**src/rtl/decode_stage_pkg.sv**
```systemverilog
// Shared RV32I globals: opcode constants, the 5-bit ALU/branch operator codes
// and the decoded-entry record held by the decode pipeline register.
package decode_stage_pkg;

    localparam logic [6:0] OPC_OP     = 7'b0110011;
    localparam logic [6:0] OPC_OP_IMM = 7'b0010011;
    localparam logic [6:0] OPC_LUI    = 7'b0110111;
    localparam logic [6:0] OPC_AUIPC  = 7'b0010111;
    localparam logic [6:0] OPC_JAL    = 7'b1101111;
    localparam logic [6:0] OPC_JALR   = 7'b1100111;
    localparam logic [6:0] OPC_BRANCH = 7'b1100011;
    localparam logic [6:0] OPC_LOAD   = 7'b0000011;
    localparam logic [6:0] OPC_STORE  = 7'b0100011;

    localparam logic [6:0] FUNCT7_BASE = 7'b0000000;
    localparam logic [6:0] FUNCT7_ALT  = 7'b0100000;

    // Branch comparisons sit in the upper half so the ALU can tell them apart by bit 4.
    typedef enum logic [4:0] {
        ALU_ADD             = 5'd0,
        ALU_SUB             = 5'd1,
        ALU_LSL             = 5'd2,
        ALU_SLT_SIGN        = 5'd3,
        ALU_SLT_UNSIGN      = 5'd4,
        ALU_XOR             = 5'd5,
        ALU_LSR_UNSIGN      = 5'd6,
        ALU_LSR_SIGN        = 5'd7,
        ALU_OR              = 5'd8,
        ALU_AND             = 5'd9,
        ALU_PASSTHROUGH_RS1 = 5'd10,
        ALU_PASSTHROUGH_RS2 = 5'd11,
        ALU_BR_EQ           = 5'd16,
        ALU_BR_NE           = 5'd17,
        ALU_BR_LTS          = 5'd18,
        ALU_BR_GES          = 5'd19,
        ALU_BR_LTU          = 5'd20,
        ALU_BR_GEU          = 5'd21
    } alu_op_e;

    typedef struct packed {
        alu_op_e     alu_op;
        logic        op1_pc;
        logic        op2_imm;
        logic [31:0] imm;
        logic [4:0]  rs1_addr;
        logic [4:0]  rs2_addr;
        logic [4:0]  rd_addr;
        logic        rd_we;
        logic        mem_rd;
        logic        mem_wr;
        logic        branch;
        logic        jump;
        logic        illegal;
        logic [2:0]  funct3;
        logic [31:0] pc;
    } dec_entry_t;

    function automatic alu_op_e alu_from_funct(input logic [2:0] funct3, input logic alt);
        alu_op_e op;
        op = ALU_ADD;
        case (funct3)
            3'b000:  op = alt ? ALU_SUB : ALU_ADD;
            3'b001:  op = ALU_LSL;
            3'b010:  op = ALU_SLT_SIGN;
            3'b011:  op = ALU_SLT_UNSIGN;
            3'b100:  op = ALU_XOR;
            3'b101:  op = alt ? ALU_LSR_SIGN : ALU_LSR_UNSIGN;
            3'b110:  op = ALU_OR;
            default: op = ALU_AND;
        endcase
        return op;
    endfunction

endpackage

```
**src/rtl/decode_stage_imm_gen.sv**
```systemverilog
// Combinational RV32I immediate generator; the format is chosen from the opcode
// and every immediate is sign-extended from instr[31].
module imm_gen
    import decode_stage_pkg::*;
(
    input  logic [31:0] instr,
    output logic [31:0] imm
);

    logic [6:0] opcode;
    assign opcode = instr[6:0];

    always_comb begin
        imm = '0;
        case (opcode)
            OPC_OP_IMM, OPC_LOAD, OPC_JALR:
                imm = {{20{instr[31]}}, instr[31:20]};
            OPC_STORE:
                imm = {{20{instr[31]}}, instr[31:25], instr[11:7]};
            OPC_BRANCH:
                imm = {{19{instr[31]}}, instr[31], instr[7], instr[30:25], instr[11:8], 1'b0};
            OPC_LUI, OPC_AUIPC:
                imm = {instr[31:12], 12'b0};
            OPC_JAL:
                imm = {{11{instr[31]}}, instr[31], instr[19:12], instr[20], instr[30:21], 1'b0};
            default:
                imm = '0;
        endcase
    end

endmodule

```
**src/rtl/decode_stage.sv**
```systemverilog
// RV32I decode stage: combinational decode of the fetched word captured into a
// one-entry pipeline register with valid/ready handshakes on both sides.
module decode_stage
    import decode_stage_pkg::*;
(
    input  logic        i_clk,
    input  logic        i_rst,
    input  logic        i_instr_valid,
    output logic        o_instr_ready,
    input  logic [31:0] i_instr,
    input  logic [31:0] i_pc,
    input  logic        i_flush,
    output logic        o_dec_valid,
    input  logic        i_dec_ready,
    output logic [4:0]  o_alu_operator,
    output logic        o_op1_pc,
    output logic        o_op2_imm,
    output logic [31:0] o_imm,
    output logic [4:0]  o_rs1_addr,
    output logic [4:0]  o_rs2_addr,
    output logic [4:0]  o_rd_addr,
    output logic        o_rd_we,
    output logic        o_mem_rd,
    output logic        o_mem_wr,
    output logic        o_branch,
    output logic        o_jump,
    output logic        o_illegal,
    output logic [2:0]  o_funct3,
    output logic [31:0] o_pc
);

    logic [6:0]  opcode;
    logic [2:0]  funct3;
    logic [6:0]  funct7;
    logic [31:0] imm_w;
    logic        legal;
    logic        writes_rd;
    logic        fetch_xfer;
    logic        valid_q;
    dec_entry_t  dec_d;
    dec_entry_t  dec_q;

    assign opcode = i_instr[6:0];
    assign funct3 = i_instr[14:12];
    assign funct7 = i_instr[31:25];

    imm_gen u_imm_gen (
        .instr (i_instr),
        .imm   (imm_w)
    );

    always_comb begin
        dec_d          = '0;
        dec_d.imm      = imm_w;
        dec_d.rs1_addr = i_instr[19:15];
        dec_d.rs2_addr = i_instr[24:20];
        dec_d.rd_addr  = i_instr[11:7];
        dec_d.funct3   = funct3;
        dec_d.pc       = i_pc;
        dec_d.alu_op   = ALU_ADD;
        legal          = 1'b1;
        writes_rd      = 1'b0;

        case (opcode)
            OPC_OP: begin
                writes_rd = 1'b1;
                if (funct7 == FUNCT7_BASE)
                    dec_d.alu_op = alu_from_funct(funct3, 1'b0);
                else if (funct7 == FUNCT7_ALT && (funct3 == 3'b000 || funct3 == 3'b101))
                    dec_d.alu_op = alu_from_funct(funct3, 1'b1);
                else
                    legal = 1'b0;
            end
            OPC_OP_IMM: begin
                writes_rd     = 1'b1;
                dec_d.op2_imm = 1'b1;
                // Only the shift forms carry a funct7 field; elsewhere those bits are immediate.
                case (funct3)
                    3'b001: begin
                        if (funct7 == FUNCT7_BASE) dec_d.alu_op = ALU_LSL;
                        else                       legal = 1'b0;
                    end
                    3'b101: begin
                        if (funct7 == FUNCT7_BASE)     dec_d.alu_op = ALU_LSR_UNSIGN;
                        else if (funct7 == FUNCT7_ALT) dec_d.alu_op = ALU_LSR_SIGN;
                        else                           legal = 1'b0;
                    end
                    default: dec_d.alu_op = alu_from_funct(funct3, 1'b0);
                endcase
            end
            OPC_LUI: begin
                writes_rd     = 1'b1;
                dec_d.alu_op  = ALU_PASSTHROUGH_RS2;
                dec_d.op2_imm = 1'b1;
            end
            OPC_AUIPC: begin
                writes_rd     = 1'b1;
                dec_d.op1_pc  = 1'b1;
                dec_d.op2_imm = 1'b1;
            end
            OPC_JAL: begin
                writes_rd     = 1'b1;
                dec_d.jump    = 1'b1;
                dec_d.op1_pc  = 1'b1;
                dec_d.op2_imm = 1'b1;
            end
            OPC_JALR: begin
                writes_rd     = 1'b1;
                dec_d.jump    = 1'b1;
                dec_d.op2_imm = 1'b1;
                if (funct3 != 3'b000) legal = 1'b0;
            end
            OPC_BRANCH: begin
                dec_d.branch = 1'b1;
                case (funct3)
                    3'b000:  dec_d.alu_op = ALU_BR_EQ;
                    3'b001:  dec_d.alu_op = ALU_BR_NE;
                    3'b100:  dec_d.alu_op = ALU_BR_LTS;
                    3'b101:  dec_d.alu_op = ALU_BR_GES;
                    3'b110:  dec_d.alu_op = ALU_BR_LTU;
                    3'b111:  dec_d.alu_op = ALU_BR_GEU;
                    default: legal = 1'b0;
                endcase
            end
            OPC_LOAD: begin
                writes_rd     = 1'b1;
                dec_d.mem_rd  = 1'b1;
                dec_d.op2_imm = 1'b1;
                if (funct3 == 3'b011 || funct3 == 3'b110 || funct3 == 3'b111) legal = 1'b0;
            end
            OPC_STORE: begin
                dec_d.mem_wr  = 1'b1;
                dec_d.op2_imm = 1'b1;
                if (funct3 > 3'b010) legal = 1'b0;
            end
            default: legal = 1'b0;
        endcase

        if (!legal) begin
            dec_d.alu_op  = ALU_PASSTHROUGH_RS1;
            dec_d.op1_pc  = 1'b0;
            dec_d.op2_imm = 1'b0;
            dec_d.mem_rd  = 1'b0;
            dec_d.mem_wr  = 1'b0;
            dec_d.branch  = 1'b0;
            dec_d.jump    = 1'b0;
            dec_d.illegal = 1'b1;
        end
        dec_d.rd_we = writes_rd && legal && (dec_d.rd_addr != 5'd0);
    end

    assign o_instr_ready = !valid_q || i_dec_ready;
    assign fetch_xfer    = i_instr_valid && o_instr_ready;

    // Reset beats flush, flush beats any transfer; an idle entry holds its outputs.
    always_ff @(posedge i_clk) begin
        if (i_rst) begin
            valid_q <= 1'b0;
            dec_q   <= '0;
        end else if (i_flush) begin
            valid_q <= 1'b0;
        end else if (fetch_xfer) begin
            valid_q <= 1'b1;
            dec_q   <= dec_d;
        end else if (valid_q && i_dec_ready) begin
            valid_q <= 1'b0;
        end
    end

    assign o_dec_valid    = valid_q;
    assign o_alu_operator = dec_q.alu_op;
    assign o_op1_pc       = dec_q.op1_pc;
    assign o_op2_imm      = dec_q.op2_imm;
    assign o_imm          = dec_q.imm;
    assign o_rs1_addr     = dec_q.rs1_addr;
    assign o_rs2_addr     = dec_q.rs2_addr;
    assign o_rd_addr      = dec_q.rd_addr;
    assign o_rd_we        = dec_q.rd_we;
    assign o_mem_rd       = dec_q.mem_rd;
    assign o_mem_wr       = dec_q.mem_wr;
    assign o_branch       = dec_q.branch;
    assign o_jump         = dec_q.jump;
    assign o_illegal      = dec_q.illegal;
    assign o_funct3       = dec_q.funct3;
    assign o_pc           = dec_q.pc;

endmodule

```
**config.mk**
```make
export PLATFORM = sky130hd
export DESIGN_NAME = decode_stage
export DESIGN_NICKNAME = d
export VERILOG_FILES = /design/src/rtl/decode_stage_pkg.sv /design/src/rtl/decode_stage_imm_gen.sv /design/src/rtl/decode_stage.sv
export SDC_FILE = /design/constraint.sdc
export NUM_CORES = 1
export LEC_CHECK = 0
export BUFFER_PORTS_ARGS = -buffer_cell sky130_fd_sc_hd__buf_2
export CORE_ASPECT_RATIO = 1.5
export CORE_MARGIN = 2
export CORE_UTILIZATION = 46
export CTS_CLUSTER_SIZE = 24
export DETAILED_ROUTE_END_ITERATION = 6
export GPL_ROUTABILITY_DRIVEN = 0
export GPL_TIMING_DRIVEN = 0
export HOLD_SLACK_MARGIN = 0.06
export PLACE_DENSITY = 0.82
export SETUP_SLACK_MARGIN = 0.5
export SLEW_MARGIN = 20
export SYNTH_ARGS = -nofsm -noshare
export SYNTH_HDL_FRONTEND = slang
export SYNTH_SLANG_ARGS = --single-unit
```
**constraint.sdc**
```tcl
create_clock -name i_clk -period 2.3 [get_ports i_clk]
set_clock_uncertainty 0.1 [all_clocks]
set_input_delay 0.46 -clock i_clk [delete_from_list [all_inputs] [get_ports i_clk]]
set_output_delay 0.46 -clock i_clk [all_outputs]
set_load 0.02 [all_outputs]
```
==> metrics.txt, run 1 <==
status=completed; Die X=79.4 um; hold_sp=i_flush; end-of-flow core utilization=64.3%; slowest CP cell=or3b_4; TritonCTS clock tree=done; sequential area share after synthesis=49.0%; # nets final=741; endpoints failing setup=0; H-tree depth=3; clk buf depth=2; DR pass1 iterations=6; met3 usage=7.06%; worst reg2reg endpoint=o_imm[22]$_SDFFE_PP0P_; met2 Usage GRT=44.5%; Initial Util=46.9%; Reg area=1920 um2; most numerous cell in the Yosys netlist=nand2_1; Area growth syn-to-layout=37.0%; startpoint types=input port; Worst EP arrival=2.03 ns; vias=4276; Num CTS Buffers=9; ys flop type=dfxtp_1; drt drc=0; PD cells=695 nW/um2; Synth cell types=49; main area contributors after synthesis=dfxtp_1, nand2_1, a21oi_1; register clock-pin slew on the reported worst setup and hold paths=0.06 ns; vias in the first global route=3990; slowest stage delay, CP=0.44 ns; total congestion overflow=0; core area=8360 um2; GRT Resource Usage Total=25.7%; DRT antenna net count=0; FF-to-FF Start=o_dec_valid$_SDFFE_PP0P_; via density per instance=5.46; Slew headroom=63.1%; WS Path Type=in -> reg; Final TNS setup=0 ns; Hold Crit Endpoint=o_dec_valid$_SDFFE_PP0P_; CP max FO=10; EDFF count, synth=0; fill cell count=739; I/O pin total=166; fmax=0.540 GHz; wire per inst=15.7 um; Syn. warnings=0; Synth top cells by count=nand2_1, dfxtp_1, a21oi_1, nor2_1, clkbuf_1; fin worst setup slack=0.447 ns; CP Cell Sequence=buf_2 > nand4b_1 > or3b_4 > a31o_4 > nand2b_4 > buf_8 > buf_12 > o21ai_2; Place WS=-0.281 ns; area of the multi-input gates=1950 um2; Total Die Area=9300 um2; Netlist Area Pre-Place=3920 um2; FP Rows=41; total of max-cap violations=0; hold depth=2; busiest metal layer after global routing=met2; first-pass GRT wire length=18600 um; grt met1 use=28.7%; crit share post-route=80.6%; HP Class=in -> reg; layout cell share with drive strength beyond 1=35.1%; pin count of the biggest net entering global routing=16; Tmin final=1.85 ns; Max VDD drop=444 uV; buffers added on ports=165; total wire length=12300 um; initial antenna violation count=0; Slew @ Worst Pin=0.554 ns; DIE HEIGHT=117 um; Setup crit end kind=register; Post-DP HPWL=9160 um; FF-to-FF setup slack=0.59 ns; FF-to-FF path depth=9; #FFs+latches synth=96; post-synth top area share=49.0%; worst path required time=2.48 ns; clock insertion delay at the later pin of the skew report=0.34 ns; ANT cells=0; Slew Viols, Final=0; P_leak=2.37 nW; drt first-iter violations=207; Synth Instances=494; synthesized area per cell=7.94 um2; Finished Cell Area=5380 um2; clk sinks=96; total power=3.74 mW; Root Driver=clkbuf_16; Mapped Nets=563; Async S/R FF share, synth=0%; Final Hold Fails=0; placed cell areas=4910 um2; post-synth top area cell=dfxtp_1; RSZ-0062 raised after global routing=yes
==> layout make-up <==
class	count	share of cell area [%]
well taps	107	2.49
clock inverters	4	1.00
plain buffers	34	3.72
clock buffers	11	4.70
repair buffers	167	15.6
inverters	7	0.489
multi-input cells	357	36.2
flip-flops and latches	96	35.8
==> logic make-up after synthesis <==
group | after synthesis | share of synthesized area [%]
AOI/OAI and AO/OA | 151 | 23.3
buffers and inverters | 41 | 4.43
DFF | 96 | 49.0
and+or+nand+nor | 206 | 23.3
==> registers in the layout, indices dropped and copies added (netlist names), 3 cells and up <==
| signal | flops |
|---|---|
| o_alu_operator | 5 |
| o_funct3 | 3 |
| o_imm | 32 |
| o_pc | 32 |
| o_rd_addr | 5 |
| o_rs1_addr | 5 |
| o_rs2_addr | 5 |
==> worst max path at each step <==
stage	slack, ns	end	cells past startpoint	from
floorplan	0.37	o_imm[21]$_SDFFE_PP0P_	7	i_instr[6]
global placement	-0.24	o_imm[27]$_SDFFE_PP0P_	7	i_dec_ready
detailed placement	-0.28	o_imm[30]$_SDFFE_PP0P_	7	i_dec_ready
CTS	0.45	o_imm[22]$_SDFFE_PP0P_	8	i_instr[6]
global route	0.40	o_imm[24]$_SDFFE_PP0P_	9	i_instr[6]
finish	0.45	o_imm[22]$_SDFFE_PP0P_	8	i_instr[6]
==> critical path: cells and delay by family <==
family | cells | cell delay [ns]
AND/OR/NAND/NOR | 3 | 0.84
buffers and inverters | 3 | 0.38
AO/OA/AOI/OAI | 2 | 0.34
==> per-stage QoR <==
step,std cells,hold slack (ns)
6_report,783,0.239
5_1_grt,783,0.245
4_1_cts,781,0.235
3_5_place_dp,766,0.337
3_3_place_gp,766,0.333
2_1_floorplan,494,0.425
==> cells in the final DEF, fill, tap and decap left out, types with 2 or more instances in the layout <==
| cell type | n |
|---|---|
| a31oi_1 | 3 |
| a22oi_1 | 6 |
| or4_1 | 2 |
| nor2_1 | 25 |
| o211ai_1 | 2 |
| nor3_1 | 10 |
| o21ai_2 | 11 |
| o31a_1 | 3 |
| buf_4 | 3 |
| nand2b_1 | 3 |
| clkbuf_1 | 11 |
| a21oi_1 | 83 |
| a32o_1 | 2 |
| nor2b_1 | 5 |
| dfxtp_1 | 96 |
| clkinvlp_4 | 2 |
| buf_2 | 166 |
| o21ai_0 | 9 |
| clkbuf_4 | 4 |
| nand3_1 | 7 |
| nand2_1 | 127 |
| or3_1 | 3 |
| clkbuf_16 | 9 |
| nand4_1 | 4 |
| a221oi_1 | 5 |
| o21ai_1 | 9 |
| inv_1 | 7 |
| clkbuf_2 | 14 |
| a21o_1 | 2 |
| clkbuf_8 | 2 |
==> where the power goes <==
group | internal (mW) | switching (mW)
combinational | 0.161 | 0.303
clock | 0.898 | 0.636
sequential | 1.72 | 0.0243
==> per-layer routing <==
layer,vias to the layer above,wire length [um]
met5,-,0
met4,0,513
met3,42,1100
met2,234,5990
met1,1930,4670
li1,2070,-
==> timing repair <==
item / in CTS / in global routing
setup buffers: 0 / 2
resized for setup: 12 / 44
endpoints found under the hold margin: 0 / 0
hold buffers: 0 / 0
pin swaps: 0 / 4
setup endpoints to repair: 82 / 95
Power figures use the tool's default switching activity.
==> inputs of run 2 (changes only) <==
--- a/config.mk
+++ b/config.mk
@@ -5,16 +5,17 @@
 export SDC_FILE = /design/constraint.sdc
 export NUM_CORES = 1
 export LEC_CHECK = 0
+export ABC_AREA = 1
 export BUFFER_PORTS_ARGS = -buffer_cell sky130_fd_sc_hd__buf_2
 export CORE_ASPECT_RATIO = 1.5
 export CORE_MARGIN = 2
-export CORE_UTILIZATION = 46
+export CORE_UTILIZATION = 44
 export CTS_CLUSTER_SIZE = 24
 export DETAILED_ROUTE_END_ITERATION = 6
 export GPL_ROUTABILITY_DRIVEN = 0
 export GPL_TIMING_DRIVEN = 0
 export HOLD_SLACK_MARGIN = 0.06
-export PLACE_DENSITY = 0.82
+export PLACE_DENSITY = 0.81
 export SETUP_SLACK_MARGIN = 0.5
 export SLEW_MARGIN = 20
 export SYNTH_ARGS = -nofsm -noshare
==> constraint.sdc (replaced) <==
create_clock -name i_clk -period 1.66 [get_ports i_clk]
set_clock_uncertainty 0.1 [all_clocks]
set_input_delay 0.332 -clock i_clk [delete_from_list [all_inputs] [get_ports i_clk]]
set_output_delay 0.332 -clock i_clk [all_outputs]
set_load 0.02 [all_outputs]
==> run 2 against run 1 <==
  * The run now ends with setup timing left
  * Worst hold slack worse by 0.14 ns
  * Largest cell class unchanged
  * Wire length increased by 50%
  * Combinational power rose by 140%
  * Die area grew 12%
  * Via count up 29%
  * Cell area increased by 37%
==> metrics.txt, run 2 <==
DRT antenna net count=0 (unchanged); Slew Viols, Final=0 (unchanged); # hold bufs at CTS=0 (unchanged); pin count of the biggest net entering global routing=18 (was 16); core area=9310 um2 (was 8360 um2); Total Die Area=10400 um2 (was 9300 um2); endpoints failing setup=1 (was 0); synthesized area per cell=7.18 um2 (was 7.94 um2); Initial Util=45.4% (was 46.9%); Root Driver=clkbuf_16 (unchanged); most used cell, CP=nor2_1; fmax=0.586 GHz; most frequent cells in the layout=nand2_1, buf_6, dfxtp_2, nor2_1, buf_2 (was buf_2, nand2_1, dfxtp_1, a21oi_1, nor2_1); HP Class=in -> reg (unchanged); initial antenna violation count=0 (unchanged); EDFF count, synth=0 (unchanged); Worst EP arrival=1.82 ns (was 2.03 ns); most numerous cell in the Yosys netlist=nand2_1 (unchanged); status=complete, but fails checks (was completed); drt drc=0 (unchanged); Area growth syn-to-layout=73.9% (was 37.0%); post-synth top area share=45.4% (was 49.0%); Synth Instances=589 (was 494); total of max-cap violations=0 (unchanged); Async S/R FF share, synth=0% (unchanged); PD cells=805 nW/um2 (was 695 nW/um2); Post-DP HPWL=10200 um (was 9160 um); Die X=84.0 um (was 79.4 um); register clock-pin slew on the reported worst setup and hold paths=0.08 ns (was 0.06 ns); crit share post-route=103%; Final Hold Fails=0 (unchanged); vias=5509 (was 4276); P_leak=3.41 nW (was 2.37 nW); FP Rows=43 (was 41); via density per instance=5.93 (was 5.46); DIE HEIGHT=124 um (was 117 um); worst path bufs/invs=3 (unchanged); slowest CP cell=nor3_2 (was or3b_4); Cells after DPL=866 (was 766); layout cell share with drive strength beyond 1=58.6% (was 35.1%); placed cell areas=5420 um2 (was 4910 um2); ys flop type=dfxtp_1 (unchanged); wire per inst=19.9 um (was 15.7 um); RSZ-0062 raised after global routing=yes (unchanged); drt first-iter violations=682 (was 207); vias in the first global route=4463 (was 3990); TritonCTS clock tree=done (unchanged); buffers added on ports=165 (unchanged); DR pass1 iterations=6 (unchanged); I/O pin total=166 (unchanged); Synth top cells by count=nand2_1, dfxtp_1, nor2_1, a21oi_1, o21ai_0 (was nand2_1, dfxtp_1, a21oi_1, nor2_1, clkbuf_1); Max VDD drop=974 uV (was 444 uV); post-synth top area cell=dfxtp_1 (unchanged); worst path required time=1.78 ns (was 2.48 ns); Slew headroom=52.7% (was 63.1%); ANT cells=0 (unchanged); first-pass GRT wire length=21200 um (was 18600 um); most common cell after layout, fill and taps aside=nand2_1 (was buf_2); failing checks=setup timing; Syn. warnings=0 (unchanged); total congestion overflow=0 (unchanged); startpoint types=input port (unchanged); Setup crit end kind=register (unchanged); clock insertion delay at the later pin of the skew report=0.36 ns (was 0.34 ns); Num CTS Buffers=9 (unchanged); end-of-flow core utilization=79.0% (was 64.3%); clk buf depth=2 (unchanged); slowest stage delay, CP=0.42 ns (was 0.44 ns); Tmin final=1.71 ns; Mapped Nets=658 (was 563); H-tree depth=3 (unchanged); clk sinks=96 (unchanged); total wire length=18400 um (was 12300 um); Slew @ Worst Pin=0.709 ns (was 0.554 ns); #FFs+latches synth=96 (unchanged); CP Cell Sequence=buf_2 > inv_6 > nor2_4 > inv_2 > nor3_2 > a21oi_2 > nand4_1 > nand2_1 > nor2_1 > nor2_1 (was buf_2 > nand4b_1 > or3b_4 > a31o_4 > nand2b_4 > buf_8 > buf_12 > o21ai_2); # nets final=881 (was 741); Final Non-Filler Cells=929 (was 783); Synth cell types=29 (was 49); fin worst setup slack=-0.0455 ns (was 0.447 ns); GRT Resource Usage Total=25.7% (about the same); Finished Cell Area=7360 um2 (was 5380 um2); Netlist Area Pre-Place=4230 um2 (was 3920 um2); WS Path Type=in -> reg (unchanged); main area contributors after synthesis=dfxtp_1, nand2_1, nor2_1 (was dfxtp_1, nand2_1, a21oi_1); sequential area share after synthesis=45.4% (was 49.0%); CP delay by family, top=simple AND/OR/NAND/NOR gates (unchanged); total power=5.92 mW (was 3.74 mW); CP max FO=5 (was 10)
run 2: cell count changes after synthesis, sizes merged, moves of 7 or more:
| cell | change |
|---|---|
| a21oi | -14 |
| clkbuf | -7 |
| inv | +28 |
| nand2 | +10 |
| nand3 | +25 |
| nor2 | +77 |
| o21ai | +29 |
run 2: stage by stage:
step	hold WS, ns	setup slack, ns	TNS [ns]
after floorplan	0.301	0.249	0
after global placement	0.350	-0.163	-7.04
after detailed placement	0.354	-0.201	-9.21
after CTS	0.0799	0.0894	0
after global routing	0.102	-0.0462	-0.0723
final	0.0950	-0.0455	-0.0455
run 2: cell type report:
cell class              count  area, um2
plain buffers              32        364
clock buffers              10        229
clock inverters             6       92.6
fillers                   550       1950
inverters                  35        155
multi-input cells         426       2410
flip-flops and latches     96       2040
well taps                 112        140
repair buffers            212       1930
run 2: final timing paths:
check	slack (ns)	from	endpoint	cells past startpoint
max	-0.05	i_instr[4]	o_alu_operator[1]$_SDFFE_PP0P_	10
min	0.09	i_pc[6]	o_pc[6]$_SDFFE_PP0P_	3
max reg2reg	0.02	o_dec_valid$_SDFFE_PP0P_	o_pc[7]$_SDFFE_PP0P_	9
min reg2reg	0.37	o_imm[16]$_SDFFE_PP0P_	o_imm[16]$_SDFFE_PP0P_	2
run 2: worst register-to-register path, cell delays in order, from the launching register on:
cell	delay, ns
dfxtp_4	0.36
inv_4	0.05
nor2_4	0.03
nor3_4	0.18
buf_6	0.16
buf_16	0.13
buf_8	0.11
buf_6	0.13
o21ai_2	0.06
nor2_1	0.22
run 2: kinds of logic (layout without fill, tap and decap cells):
logic type | after synthesis | in the layout | share of synthesized area (%)
buffers and inverters | 67 | 295 | 6.72
flip-flops | 96 | 96 | 45.4
AND/OR/NAND/NOR | 286 | 286 | 29.7
AO/OA/AOI/OAI | 140 | 140 | 18.1
run 2: where the power goes:
group,internal (mW),switching (mW)
clock network,1.34,0.972
registers,2.41,0.0752
logic,0.512,0.615
run 2: metal layers:
metal  up-vias  track usage (%)  share of wire (%)
li1       2376                -                  -
met1      2505             27.9                 32
met2       475             46.2                 50
met3       153             5.57                9.6
met4         0             14.2                8.3
met5         -                0                  0
run 2: what timing repair did:
| action | in CTS | in global routing |
|---|---|---|
| endpoints found under the setup margin | 192 | 192 |
| cloned | 4 | 6 |
| gates resized for setup | 105 | 332 |
| setup buffers | 12 | 25 |
| pin swaps | 13 | 28 |
==> inputs of run 3 (changes only) <==
--- a/config.mk
+++ b/config.mk
@@ -10,6 +10,7 @@
 export CORE_ASPECT_RATIO = 1.5
 export CORE_MARGIN = 2
 export CORE_UTILIZATION = 44
+export CTS_BUF_LIST = sky130_fd_sc_hd__clkbuf_16
 export CTS_CLUSTER_SIZE = 24
 export DETAILED_ROUTE_END_ITERATION = 6
 export GPL_ROUTABILITY_DRIVEN = 0
==> run 3 against run 2 <==
  * The run now ends clean
  * Largest power group unchanged
  * Combinational power hardly changed
  * Critical path type unchanged
  * Non-clock buffer count is 1 lower
  * Setup slack better by 0.048 ns
==> metrics.txt, run 3 (synthesis results as in run 2) <==
FF-to-FF setup slack=0.02 ns (about the same); buffers added on ports=165 (unchanged); PD cells=804 nW/um2 (was 805 nW/um2); I/O pin total=166 (unchanged); TritonCTS clock tree=done (unchanged); critical path startpoint=i_instr[4] (unchanged); switching share of power=28.0% (was 28.1%); drt drc=0 (unchanged); clk sinks=96 (unchanged); status=completed (was complete, but fails checks); worst path required time=1.78 ns (about the same); fmax=0.603 GHz (was 0.586 GHz); Setup crit end kind=register (unchanged); DR pass1 iterations=6 (unchanged); endpoints failing setup=0 (was 1); core area=9310 um2 (unchanged); hold_sp=i_pc[28] (was i_pc[6]); most frequent cells in the layout=nand2_1, buf_6, dfxtp_2, buf_2, nor2_1 (was nand2_1, buf_6, dfxtp_2, nor2_1, buf_2); ANT cells=0 (unchanged); internal power=4.25 mW (was 4.26 mW); layout cell share with drive strength beyond 1=58.6% (about the same); Finished Cell Area=7350 um2 (was 7360 um2); Final TNS setup=0 ns (was -0.0455 ns); Root Driver=clkbuf_16 (unchanged); Tmin final=1.66 ns (was 1.71 ns); CP max FO=5 (unchanged); startpoint types=input port (unchanged); combinational power share=18.9% (was 19.0%); fin worst setup slack=0.00253 ns (was -0.0455 ns); Place WS=-0.201 ns (unchanged); Area growth syn-to-layout=73.7% (was 73.9%); Die X=84.0 um (unchanged); sequential share of power=42.1% (was 42.0%); Num CTS Buffers=9 (unchanged); CP Cell Sequence=buf_2 > inv_6 > nor2_4 > inv_2 > nor3_2 > a21oi_2 > nand4_1 > nand2_1 > nor2_1 > nor2_1 (unchanged); initial antenna violation count=0 (unchanged); total congestion overflow=0 (unchanged); slowest stage delay, CP=0.41 ns (was 0.42 ns); slowest CP cell=nor3_2 (unchanged); switching power=1.66 mW (about the same); worst path bufs/invs=3 (unchanged); most common cell after layout, fill and taps aside=nand2_1 (unchanged); Post-DP HPWL=10200 um (unchanged); Final Hold Fails=0 (unchanged); drt first-iter violations=565 (was 682); total wire length=17900 um (was 18400 um); RSZ-0062 raised after global routing=yes (unchanged); Total Die Area=10400 um2 (unchanged); Initial Util=45.4% (unchanged); first-pass GRT wire length=21200 um (about the same); placed cell areas=5420 um2 (unchanged); crit share post-route=99.8% (was 103%); Slew headroom=54.2% (was 52.7%); Slew Viols, Final=0 (unchanged); H-tree depth=3 (unchanged); vias=5312 (was 5509); WS Path Type=in -> reg (unchanged); end-of-flow core utilization=78.9% (was 79.0%); vias in the first global route=4456 (was 4463); HP Class=in -> reg (unchanged); FP Rows=43 (unchanged); most used cell, CP=nor2_1 (unchanged); clock group share of total power=39.0% (about the same); FF-to-FF Start=o_dec_valid$_SDFFE_PP0P_ (unchanged); clk buf depth=2 (unchanged); register clock-pin slew on the reported worst setup and hold paths=0.07 ns (was 0.08 ns); CP delay by family, top=simple AND/OR/NAND/NOR gates (unchanged); DIE HEIGHT=124 um (unchanged); wire per inst=19.3 um (was 19.9 um); Max VDD drop=964 uV (was 974 uV); GRT Resource Usage Total=25.7% (about the same); # nets final=880 (was 881); Worst EP arrival=1.77 ns (was 1.82 ns); Slew @ Worst Pin=0.688 ns (was 0.709 ns); clock insertion delay at the later pin of the skew report=0.36 ns (about the same); total of max-cap violations=0 (unchanged); P_leak=3.41 nW (about the same); pin count of the biggest net entering global routing=18 (unchanged); via density per instance=5.72 (was 5.93); DRT antenna net count=0 (unchanged)
[run 3: cell types whose count changed in the layout (fill, tap and decap cells not counted), sizes merged]
cell	delta
buf	-1
clkbuf	-1
inv	+1
[run 3: final timing paths]
path | to | cells past startpoint
setup / recovery | o_alu_operator[1]$_SDFFE_PP0P_ | 10
hold / removal | o_pc[28]$_SDFFE_PP0P_ | 3
setup reg to reg | o_imm[29]$_SDFFE_PP0P_ | 9
hold reg to reg | o_imm[16]$_SDFFE_PP0P_ | 2
[run 3: area by class of cell]
| type | count | area [um2] |
|---|---|---|
| fill | 553 | 1960 |
| sequential | 96 | 2040 |
| tap | 112 | 140 |
| multi-input combinational | 426 | 2400 |
| inverter | 35 | 155 |
| timing repair buffer | 211 | 1920 |
| buffer | 32 | 364 |
| clock inverter | 7 | 96.3 |
| clock buffer | 9 | 225 |
[run 3: metrics by stage]
stage	hold WS, ns	instances	power (mW)
6_report	0.102	928	5.91
5_1_grt	0.109	928	6.06
4_1_cts	0.0797	898	5.54
3_5_place_dp	0.354	866	3.23
3_3_place_gp	0.350	866	3.20
2_1_floorplan	0.301	589	2.92
[run 3: worst min-delay path: cells and delay by family]
kind                   cells  cell delay [ns]
buffers and inverters      1             0.07
and+or+nand+nor            2             0.11
[run 3: metal layers]
layer	share of wire, %	vias to the layer above	track usage [%]
li1	-	2375	-
met1	33	2455	28.1
met2	51	375	46.2
met3	8.7	107	5.57
met4	6.9	0	14.1
met5	0	-	0
[run 3: what timing repair did]
action,CTS,global route
hold buffers,0,0
hold endpoints to repair,0,0
setup endpoints to repair,192,192
gates resized for setup,105,332
buffers inserted,12,24
cloned,4,6
pin swaps,13,27
[run 3: power by group through the flow]
stage	sequential [mW]	clock, mW	combinational [mW]
after global placement	2.49	0	0.716
after global routing	2.50	2.39	1.18
after CTS	2.44	2.27	0.822
after detailed placement	2.49	0	0.736
after floorplan	2.60	0	0.319
final	2.49	2.30	1.12
